**config.mk**
```make
export PLATFORM = sky130hd
export DESIGN_NAME = bcd_clock_core_flat
export DESIGN_NICKNAME = d
export VERILOG_FILES = /design/src/rtl/bcd_clock_core_if.sv /design/src/rtl/bcd_clock_core.sv /design/src/flat_wrapper.sv
export SDC_FILE = /design/constraint.sdc
export NUM_CORES = 1
export LEC_CHECK = 0
export CORE_UTILIZATION = 30
export CTS_BUF_LIST = sky130_fd_sc_hd__clkbuf_4
export DETAILED_ROUTE_END_ITERATION = 10
export PLACE_DENSITY = 0.52
export SLEW_MARGIN = 25
export SYNTH_ARGS = -nofsm -noshare
export SYNTH_HDL_FRONTEND = slang
export SYNTH_SLANG_ARGS = --single-unit
```
**constraint.sdc**
```tcl
create_clock -name clk -period 2.4 [get_ports clk]
set_clock_uncertainty 0.1 [all_clocks]
set_input_delay 0.36 -clock clk [delete_from_list [all_inputs] [get_ports clk]]
set_output_delay 0.36 -clock clk [all_outputs]
set_load 0.02 [all_outputs]
```
**src/rtl/bcd_clock_core_if.sv**
```systemverilog
// Bundle of pulse inputs, time registers and display outputs for bcd_clock_core.
// Optional alarm signals appear when BCD_CLOCK_ALARM_EN is defined.
interface bcd_clock_core_if;
  logic       tick;
  logic       btn_mode;
  logic       btn_inc;
  logic       disp_sel;
  logic [7:0] hour;
  logic [7:0] min;
  logic [7:0] sec;
  logic       pm;
  logic [3:0] dig3;
  logic [3:0] dig2;
  logic [3:0] dig1;
  logic [3:0] dig0;
  logic [3:0] blank;
`ifdef BCD_CLOCK_ALARM_EN
  logic [2:0] state;
  logic       alarm_on;
  logic       alarm;

  modport master (
    output tick, btn_mode, btn_inc, disp_sel, alarm_on,
    input  hour, min, sec, pm, dig3, dig2, dig1, dig0, blank, state, alarm
  );
  modport slave (
    input  tick, btn_mode, btn_inc, disp_sel, alarm_on,
    output hour, min, sec, pm, dig3, dig2, dig1, dig0, blank, state, alarm
  );
`else
  logic [1:0] state;

  modport master (
    output tick, btn_mode, btn_inc, disp_sel,
    input  hour, min, sec, pm, dig3, dig2, dig1, dig0, blank, state
  );
  modport slave (
    input  tick, btn_mode, btn_inc, disp_sel,
    output hour, min, sec, pm, dig3, dig2, dig1, dig0, blank, state
  );
`endif
endinterface

```
**src/rtl/bcd_clock_core.sv**
```systemverilog
// Settable HH:MM:SS BCD time-of-day core, 12/24-hour mode, button-driven
// time-set FSM and blink-masked 4-digit display outputs.
// Optional alarm (extra set states, alarm_on/alarm) with BCD_CLOCK_ALARM_EN.
//
// state  | meaning
// RUN    | clock advances on tick, view chosen by disp_sel
// SET_H  | clock paused, btn_inc edits hour
// SET_M  | clock paused, btn_inc edits minutes
// SET_S  | clock paused, btn_inc edits seconds
// SET_AH | (alarm build) btn_inc edits alarm hour
// SET_AM | (alarm build) btn_inc edits alarm minutes
module bcd_clock_core #(
  parameter int H24     = 1,
  parameter int BLINK_W = 24
) (
  input  logic             clk,
  input  logic             rst_n,
  bcd_clock_core_if.slave  bus
);

`ifdef BCD_CLOCK_ALARM_EN
  typedef enum logic [2:0] {
    RUN    = 3'd0,
    SET_H  = 3'd1,
    SET_M  = 3'd2,
    SET_S  = 3'd3,
    SET_AH = 3'd4,
    SET_AM = 3'd5
  } state_t;
`else
  typedef enum logic [1:0] {
    RUN   = 2'd0,
    SET_H = 2'd1,
    SET_M = 2'd2,
    SET_S = 2'd3
  } state_t;
`endif

  localparam logic [7:0] HOUR_RST = (H24 != 0) ? 8'h00 : 8'h12;

  state_t               state_q;
  logic [7:0]           hour_q;
  logic [7:0]           min_q;
  logic [7:0]           sec_q;
  logic                 pm_q;
  logic [BLINK_W-1:0]   blink_q;
  logic [15:0]          disp;
  logic [3:0]           blank_d;
  logic [7:0]           view_h;
  logic [7:0]           view_m;
  logic                 mmss;
`ifdef BCD_CLOCK_ALARM_EN
  logic [7:0]           al_hour_q;
  logic [7:0]           al_min_q;
  logic                 al_pm_q;
`endif

  function automatic logic [7:0] bcd_inc(input logic [7:0] v);
    if (v[3:0] >= 4'd9) return {v[7:4] + 4'd1, 4'd0};
    else                return {v[7:4], v[3:0] + 4'd1};
  endfunction

  function automatic logic [7:0] inc60(input logic [7:0] v);
    return (v >= 8'h59) ? 8'h00 : bcd_inc(v);
  endfunction

  // Returns {pm, hour}. 12-hour mode: 11->12 flips pm, 12->01 keeps it.
  function automatic logic [8:0] inc_hour(input logic [7:0] h, input logic p);
    if (H24 != 0)       return {1'b0, (h >= 8'h23) ? 8'h00 : bcd_inc(h)};
    else if (h == 8'h11) return {~p, 8'h12};
    else if (h >= 8'h12) return {p, 8'h01};
    else                 return {p, bcd_inc(h)};
  endfunction

  // Free-running blink counter; its MSB is the blink phase.
  always_ff @(posedge clk or negedge rst_n) begin
    if (!rst_n) blink_q <= '0;
    else        blink_q <= blink_q + {{(BLINK_W-1){1'b0}}, 1'b1};
  end

  // Set-mode FSM plus time (and alarm) registers; mode pulse beats inc pulse.
  always_ff @(posedge clk or negedge rst_n) begin
    if (!rst_n) begin
      state_q   <= RUN;
      hour_q    <= HOUR_RST;
      min_q     <= 8'h00;
      sec_q     <= 8'h00;
      pm_q      <= 1'b0;
`ifdef BCD_CLOCK_ALARM_EN
      al_hour_q <= HOUR_RST;
      al_min_q  <= 8'h00;
      al_pm_q   <= 1'b0;
`endif
    end else begin
      case (state_q)
        RUN: begin
          if (bus.tick) begin
            sec_q <= inc60(sec_q);
            if (sec_q == 8'h59) begin
              min_q <= inc60(min_q);
              if (min_q == 8'h59) {pm_q, hour_q} <= inc_hour(hour_q, pm_q);
            end
          end
          if (bus.btn_mode) state_q <= SET_H;
        end
        SET_H: begin
          if (bus.btn_mode)     state_q <= SET_M;
          else if (bus.btn_inc) {pm_q, hour_q} <= inc_hour(hour_q, pm_q);
        end
        SET_M: begin
          if (bus.btn_mode)     state_q <= SET_S;
          else if (bus.btn_inc) min_q <= inc60(min_q);
        end
        SET_S: begin
`ifdef BCD_CLOCK_ALARM_EN
          if (bus.btn_mode)     state_q <= SET_AH;
`else
          if (bus.btn_mode)     state_q <= RUN;
`endif
          else if (bus.btn_inc) sec_q <= inc60(sec_q);
        end
`ifdef BCD_CLOCK_ALARM_EN
        SET_AH: begin
          if (bus.btn_mode)     state_q <= SET_AM;
          else if (bus.btn_inc) {al_pm_q, al_hour_q} <= inc_hour(al_hour_q, al_pm_q);
        end
        SET_AM: begin
          if (bus.btn_mode)     state_q <= RUN;
          else if (bus.btn_inc) al_min_q <= inc60(al_min_q);
        end
`endif
        default: state_q <= RUN;
      endcase
    end
  end

  // Digit selection and blink mask, straight from registers (no added latency).
  always_comb begin
    mmss    = 1'b0;
    blank_d = 4'b0000;
    view_h  = hour_q;
    view_m  = min_q;
    case (state_q)
      RUN:     mmss = bus.disp_sel;
      SET_S:   mmss = 1'b1;
`ifdef BCD_CLOCK_ALARM_EN
      SET_AH,
      SET_AM: begin
        view_h = al_hour_q;
        view_m = al_min_q;
      end
`endif
      default: mmss = 1'b0;
    endcase
    if (blink_q[BLINK_W-1]) begin
      case (state_q)
        SET_H:   blank_d = 4'b1100;
        SET_M,
        SET_S:   blank_d = 4'b0011;
`ifdef BCD_CLOCK_ALARM_EN
        SET_AH:  blank_d = 4'b1100;
        SET_AM:  blank_d = 4'b0011;
`endif
        default: blank_d = 4'b0000;
      endcase
    end
    disp = mmss ? {min_q, sec_q} : {view_h, view_m};
  end

  assign bus.hour  = hour_q;
  assign bus.min   = min_q;
  assign bus.sec   = sec_q;
  assign bus.pm    = pm_q;
  assign bus.state = state_q;
  assign bus.dig3  = disp[15:12];
  assign bus.dig2  = disp[11:8];
  assign bus.dig1  = disp[7:4];
  assign bus.dig0  = disp[3:0];
  assign bus.blank = blank_d;

`ifdef BCD_CLOCK_ALARM_EN
  assign bus.alarm = bus.alarm_on & (state_q == RUN) & (hour_q == al_hour_q) &
                     (min_q == al_min_q) & (pm_q == al_pm_q);
`endif

endmodule

```
**src/flat_wrapper.sv**
```systemverilog
// flat-port wrapper written by rule: the top's interface ports become plain ports
module bcd_clock_core_flat 
#(
  parameter int H24     = 1,
  parameter int BLINK_W = 24
)
  (clk, rst_n, bus_tick, bus_btn_mode, bus_btn_inc, bus_disp_sel, bus_hour, bus_min, bus_sec, bus_pm, bus_dig3, bus_dig2, bus_dig1, bus_dig0, bus_blank, bus_state);
  bcd_clock_core_if bus_i ();
  input  logic clk;
  input  logic rst_n;
  input wire logic [$bits(bus_i.tick)-1:0] bus_tick;
  input wire logic [$bits(bus_i.btn_mode)-1:0] bus_btn_mode;
  input wire logic [$bits(bus_i.btn_inc)-1:0] bus_btn_inc;
  input wire logic [$bits(bus_i.disp_sel)-1:0] bus_disp_sel;
  output wire logic [$bits(bus_i.hour)-1:0] bus_hour;
  output wire logic [$bits(bus_i.min)-1:0] bus_min;
  output wire logic [$bits(bus_i.sec)-1:0] bus_sec;
  output wire logic [$bits(bus_i.pm)-1:0] bus_pm;
  output wire logic [$bits(bus_i.dig3)-1:0] bus_dig3;
  output wire logic [$bits(bus_i.dig2)-1:0] bus_dig2;
  output wire logic [$bits(bus_i.dig1)-1:0] bus_dig1;
  output wire logic [$bits(bus_i.dig0)-1:0] bus_dig0;
  output wire logic [$bits(bus_i.blank)-1:0] bus_blank;
  output wire logic [$bits(bus_i.state)-1:0] bus_state;
  assign bus_i.tick = bus_tick;
  assign bus_i.btn_mode = bus_btn_mode;
  assign bus_i.btn_inc = bus_btn_inc;
  assign bus_i.disp_sel = bus_disp_sel;
  assign bus_hour = bus_i.hour;
  assign bus_min = bus_i.min;
  assign bus_sec = bus_i.sec;
  assign bus_pm = bus_i.pm;
  assign bus_dig3 = bus_i.dig3;
  assign bus_dig2 = bus_i.dig2;
  assign bus_dig1 = bus_i.dig1;
  assign bus_dig0 = bus_i.dig0;
  assign bus_blank = bus_i.blank;
  assign bus_state = bus_i.state;
  bcd_clock_core #(.H24(H24), .BLINK_W(BLINK_W)) u_core (.clk(clk), .rst_n(rst_n), .bus(bus_i));
endmodule
```
==> results of run 1 <==
state kept, by name, indices dropped and copies added, names as in the netlist:
signal,cells
u_core.blink_q,24
u_core.bus.hour,8
u_core.bus.min,8
u_core.bus.sec,8
u_core.bus.state,2
placed cells by master, fill, tap and decap left out, types with 3 or more instances in the layout:
cell | synthesis | final
xnor2_1 | 13 | 13
clkbuf_4 | 0 | 5
dfrtp_1 | 50 | 50
xor2_1 | 9 | 9
nand2b_1 | 6 | 6
a21oi_1 | 7 | 6
ha_1 | 21 | 19
buf_6 | 0 | 3
and2_1 | 4 | 4
inv_1 | 18 | 16
o21ai_2 | 0 | 4
nand2_1 | 25 | 25
buf_4 | 4 | 15
o21ai_1 | 2 | 4
mux2_2 | 10 | 10
nand3_1 | 9 | 9
and3_1 | 8 | 8
nand4_1 | 4 | 4
clkdlybuf4s50_1 | 0 | 30
buf_2 | 0 | 9
o21ai_0 | 30 | 24
nor2_1 | 17 | 16
timing repair:
action / CTS / global route
hold buffers: 1 / 0
setup buffers: 1 / 0
setup endpoints to repair: 18 / 18
pin swaps: 1 / 1
resized for setup: 86 / 19
gates cloned: 1 / 0
hold endpoints to repair: 21 / 0
final cells by class:
class                      count  area (sq um)
fill                         921          5490
clock inverter                 3          68.8
timing repair buffer          64           597
inverter                      18          67.6
sequential                    50          1250
tap                          111           139
multi-input combinational    207          1540
clock buffer                   5          37.5
final timing paths:
check	endpoint	cells after the start	slack, ns
min	u_core.blink_q[17]$_DFF_PN0_	1	0.37
min reg2reg	u_core.blink_q[17]$_DFF_PN0_	1	0.37
max reg2reg	u_core.bus.hour[5]$_DFFE_PN0P_	7	0.35
max	bus_dig3[2]	6	0.05
min in group asynchronous	u_core.bus.sec[2]$_DFFE_PN0P_	3	0.51
max in group asynchronous	u_core.blink_q[13]$_DFF_PN0_	3	1.25
cell usage after synthesis (all sizes together), types with 2 or more instances:
master / number / area share [%]
dfrtp: 50 / 44
o21ai: 32 / 5.6
nand2: 25 / 3.3
ha: 21 / 9.3
inv: 18 / 2.4
nor2: 18 / 2.5
xnor2: 13 / 4.0
mux2: 10 / 4.0
a21oi: 9 / 2.1
nand3: 9 / 1.6
xor2: 9 / 2.8
and3: 8 / 1.8
nand2b: 7 / 1.6
and2: 6 / 1.5
nand4: 6 / 1.8
buf: 4 / 1.1
a21o: 2 / 0.57
a41oi: 2 / 0.62
mux2i: 2 / 0.71
nor2b: 2 / 0.44
nor3: 2 / 0.35
nor3b: 2 / 0.53
o21a: 2 / 0.53
o22ai: 2 / 0.44
o41ai: 2 / 0.88
or3: 2 / 0.62
routing by layer:
layer	routed length [um]	vias to the layer above	part of all wire, %
li1	-	1095	-
met1	2840	1079	45
met2	3120	45	49
met3	240	10	3.8
met4	112	0	1.8
met5	0	-	0
cells by family (layout without fill, tap and decap cells):
family	Yosys count	in the layout
AO/OA/AOI/OAI	56	56
XOR/XNOR	22	22
adder cells (fa/ha/maj)	21	21
buffers and inverters	23	90
flip-flops	50	50
multiplexers	12	12
other	1	1
AND/OR/NAND/NOR	95	95
metrics by stage:
stage          power (mW)  worst slack, ns
6_report             4.61           0.0496
5_1_grt              5.01          -0.0679
3_3_place_gp         3.85           -0.213
3_5_place_dp         3.88           -0.219
2_1_floorplan        2.75           0.0967
4_1_cts              4.56        -0.000285
where the power goes:
part	leakage (nW)	total, mW	switching (mW)	internal (mW)
combinational	1.07	2.72	1.45	1.28
clock	0.0554	0.604	0.277	0.326
sequential	0.657	1.28	0.266	1.01
worst max-delay path: stages, from the launching register on:
cell,delay (ns)
dfrtp_1,0.42
inv_2,0.08
ha_4,0.21
nor2_4,0.16
buf_12,0.16
mux2_2,0.34
buf_2,0.16
==> impl_metrics.ini, run 1 <==
[run_status]
outcome = completed

[yosys]
synthMuxAreaShare_pct = 4.68
synth_top_family_by_area = simple AND/OR/NAND/NOR gates
syn-instance-count = 280
synth_seq_cells = 50
synth_xor_area_share_pct = 6.80
yosys.area_share.simple_pct = 19.0
ys_types = 52
ys_warn_count = 0
ys.flop_type = dfrtp_1
syn_nets = 307
syn_avg_cell_area_sq_um = 10.1
synth_area_sq_um = 2840
synth_fa_ha_area_share_pct = 9.27
synth_compound_area_share_pct = 12.4
yosysSeqAreaShare_pct = 44.1
synth_edf_count = 0
async_flop_share_pct = 100

[clock_network]
cts_tree = built
cts_buffers = 5
htreeDepth = 2
cts_root_buffer = clkbuf_4
cts.reportedPaths.clkPinSlew_ns = 0.15
clk_latency_ns = 0.37
clockBufferDepth = 2
clock_sinks = 50

[timing]
fmax_mhz = 425
hold_slack_ns = 0.369
rsz0062_at_grt = yes
tightestPinTransition_ns = 0.644
setup_viol_count_final = 0
finalMaxSlewViolations = 0
period_share_pct = 97.9
tns_ns = 0
slew_headroom_pct = 57.0
period_minus_slack_ns = 2.35
hold_viol = 0

[global_routing]
grt_overflow_total = 0
grt_pass1_wl_mm = 11.1
grt_usage_pct = 14.0
antenna_found_initial = 0
grt_max_degree = 51
grt_pass1_vias = 2292
grtUsageMet2_pct = 24.5
grt_use_met1_pct = 17.4
grt_busiest_layer = met2
use_met3_pct = 2.88

[cells_and_area]
post_route_cells_drive_above_1_share_pct = 21.0
final_core_util_pct = 40.3
final_area_sq_um = 3700
area_growth_pct = 30.6
fin_nets = 373
num_antenna_cells = 0
stdcell_count = 458

[setup_path]
worstSetupPathType = reg2out
arrival_ns = 1.89
crit_required_ns = 1.94
worstReg2RegStart = u_core.bus.sec[5]$_DFFE_PN0P_
crit_fanout = 11
cp-end-kind = output port
cp-start-kind = flop
startpoint = u_core.bus.state[1]$_DFFE_PN0P_

[power_and_ir_drop]
power.leakage_nw = 1.79
powerDensity_nw_per_um2 = 1240
peakVddDrop_uv = 338

[run]
max_cap_violations = 0

[floorplan]
start_util_pct = 30.8
die_y_um = 99.2
dieArea_sq_um = 9840
die_w_um = 99.2
placementRows = 35
pin_count = 53
core_sq_um = 9200

[drt]
ant_nets = 0
firstDrtPassIters = 4
via_per_inst = 4.87
dr.first_iter.drc_count = 38
drt-total-wl_mm = 6.32
num_vias = 2229
wire_per_inst_um = 13.8
drc_errors = 0

[min_path]
hold_path_class = reg2reg
hold_start = u_core.blink_q[17]$_DFF_PN0_

[placed_design]
io_buffers = 51
dp.cells = 447
dp_hpwl_mm = 4.54
dpl-instance-area_sq_um = 3530
gp_congestion = 0.725
(Power assumes the default switching activity.)
==> run 2: changes to the inputs <==
--- a/config.mk
+++ b/config.mk
@@ -9,6 +9,8 @@
 export CTS_BUF_LIST = sky130_fd_sc_hd__clkbuf_4
 export DETAILED_ROUTE_END_ITERATION = 10
 export PLACE_DENSITY = 0.52
+export RECOVER_POWER = 50
+export SETUP_SLACK_MARGIN = 0.3
 export SLEW_MARGIN = 25
 export SYNTH_ARGS = -nofsm -noshare
 export SYNTH_HDL_FRONTEND = slang
==> impl_metrics.ini, run 2 (synthesis gave the netlist of run 1 again) <==
[drt]
via_per_inst = 4.77
dr.first_iter.drc_count = 34
drt-total-wl_mm = 6.75
ant_nets = 0
drc_errors = 0
firstDrtPassIters = 4
wire_per_inst_um = 14.1
num_vias = 2282

[timing]
period_share_pct = 104
period_minus_slack_ns = 2.49
hold_viol = 0
tns_ns = -0.704
tightestPinTransition_ns = 1.53
rsz0062_at_grt = yes
hold_slack_ns = 0.369
finalMaxSlewViolations = 28
setup_ws_ns = -0.0852
fmax_mhz = 402
setup_viol_count_final = 9
slew_headroom_pct = -1.72

[cells_and_area]
num_antenna_cells = 0
final-seq-area_sq_um = 1260
final_core_util_pct = 44.5
area_growth_pct = 44.5
final_area_sq_um = 4100
post_route_cells_drive_above_1_share_pct = 31.1
fillCellCount = 871
largest_register_ffs = 24
layout_common_cells = dfrtp_1, clkdlybuf4s50_1, buf_6
stdcell_count = 478
multi_input_area_sq_um = 1670
fin_nets = 393
final_common_cell = dfrtp_1
largest-register = u_core.blink_q

[global_routing]
grtUsageMet2_pct = 24.4
use_met3_pct = 2.60
grt_overflow_total = 0
grt_use_met1_pct = 18.7
grt_max_degree = 28
grt_pass1_wl_mm = 11.2
grt_usage_pct = 14.3
grt_busiest_layer = met2
grt_pass1_vias = 2268
antenna_found_initial = 0

[min_path]
hold_start = u_core.blink_q[0]$_DFF_PN0_
hold_path_class = reg2reg

[floorplan]
dieArea_sq_um = 9840
core_sq_um = 9200
pin_count = 53
die_y_um = 99.2
die_w_um = 99.2
start_util_pct = 30.8
placementRows = 35

[clock_network]
clk_latency_ns = 0.36
htreeDepth = 2
cts_buffers = 5
clock_sinks = 50
cts_root_buffer = clkbuf_4
cts_tree = built
cts.reportedPaths.clkPinSlew_ns = 0.14
clockBufferDepth = 2

[run]
max_cap_violations = 1

[power_and_ir_drop]
total_power_mw = 5.40
power.leakage_nw = 1.95
peakVddDrop_uv = 430
powerDensity_nw_per_um2 = 1320

[placed_design]
dpl-instance-area_sq_um = 3580
dp.cells = 451
place_ws_ns = -0.142
gp_congestion = 0.746
dp_hpwl_mm = 4.74
io_buffers = 51

[run_status]
failed_checks = max-capacitance violations, max-slew violations, negative setup slack
outcome = finished with violations

[setup_path]
startpoint = u_core.bus.state[0]$_DFFE_PN0P_
crit_required_ns = 1.94
crit_fanout = 6
worstReg2RegStart = u_core.bus.state[0]$_DFFE_PN0P_
cp-start-kind = flop
arrival_ns = 2.03
cp-end-kind = output port
worstSetupPathType = reg2out
-- run 2: changes by cell type in the layout (fill, tap and decap cells not counted), moves of 4 or more --
cell,delta
buf_4,+5
dfrtp_2,+7
mux2_4,+9
buf_2,-8
dfrtp_1,-7
o21ai_0,-4
clkbuf_2,+4
nand2_1,-4
mux2_2,-9
buf_6,+19
-- run 2: final timing paths --
path	to	slack, ns	cells past startpoint
worst max register to register	u_core.bus.sec[5]$_DFFE_PN0P_	0.33	9
worst min-delay path	u_core.blink_q[0]$_DFF_PN0_	0.37	1
min in group asynchronous	u_core.bus.sec[2]$_DFFE_PN0P_	0.79	2
worst max-delay path	bus_dig2[2]	-0.09	7
max in group asynchronous	u_core.bus.min[1]$_DFFE_PN0P_	0.27	3
worst min register to register	u_core.blink_q[0]$_DFF_PN0_	0.37	1
-- run 2: layout make-up --
cell class                      count  share of cell area [%]
Clock buffer                        5                   0.916
Clock inverter                      3                    1.56
Inverter                           18                    1.65
Multi-Input combinational cell    207                    40.8
Sequential cell                    50                    30.8
Tap cell                          111                    3.39
Timing Repair Buffer               84                    20.9
-- run 2: where the power goes --
group          internal, mW  leakage, nW  total (mW)  switching [mW]
clock                 0.321       0.0528       0.583           0.262
sequential             1.03        0.648        1.31           0.287
combinational          1.81         1.25        3.50            1.70
-- run 2: layer usage --
layer	up-vias	share of wire [%]	wire [um]
met3	2	2.9	198
met2	46	51	3410
met4	0	0.18	12
li1	1141	-	-
met5	-	0	0
met1	1093	46	3120
-- run 2: worst max-delay path: stages, from the launching register on --
cell	delay (ns)
dfrtp_2	0.47
inv_2	0.09
ha_4	0.21
nor2_4	0.19
buf_6	0.13
buf_12	0.12
mux2_4	0.31
buf_6	0.13
-- run 2: timing repair --
item                                    in CTS  in global routing
gates resized for setup                    142                 45
cloned                                       2                  0
endpoints found under the hold margin       25                  0
pin swaps                                    2                 10
hold buffers                                 1                  0
buffers inserted                             4                 12
endpoints found under the setup margin      22                 39
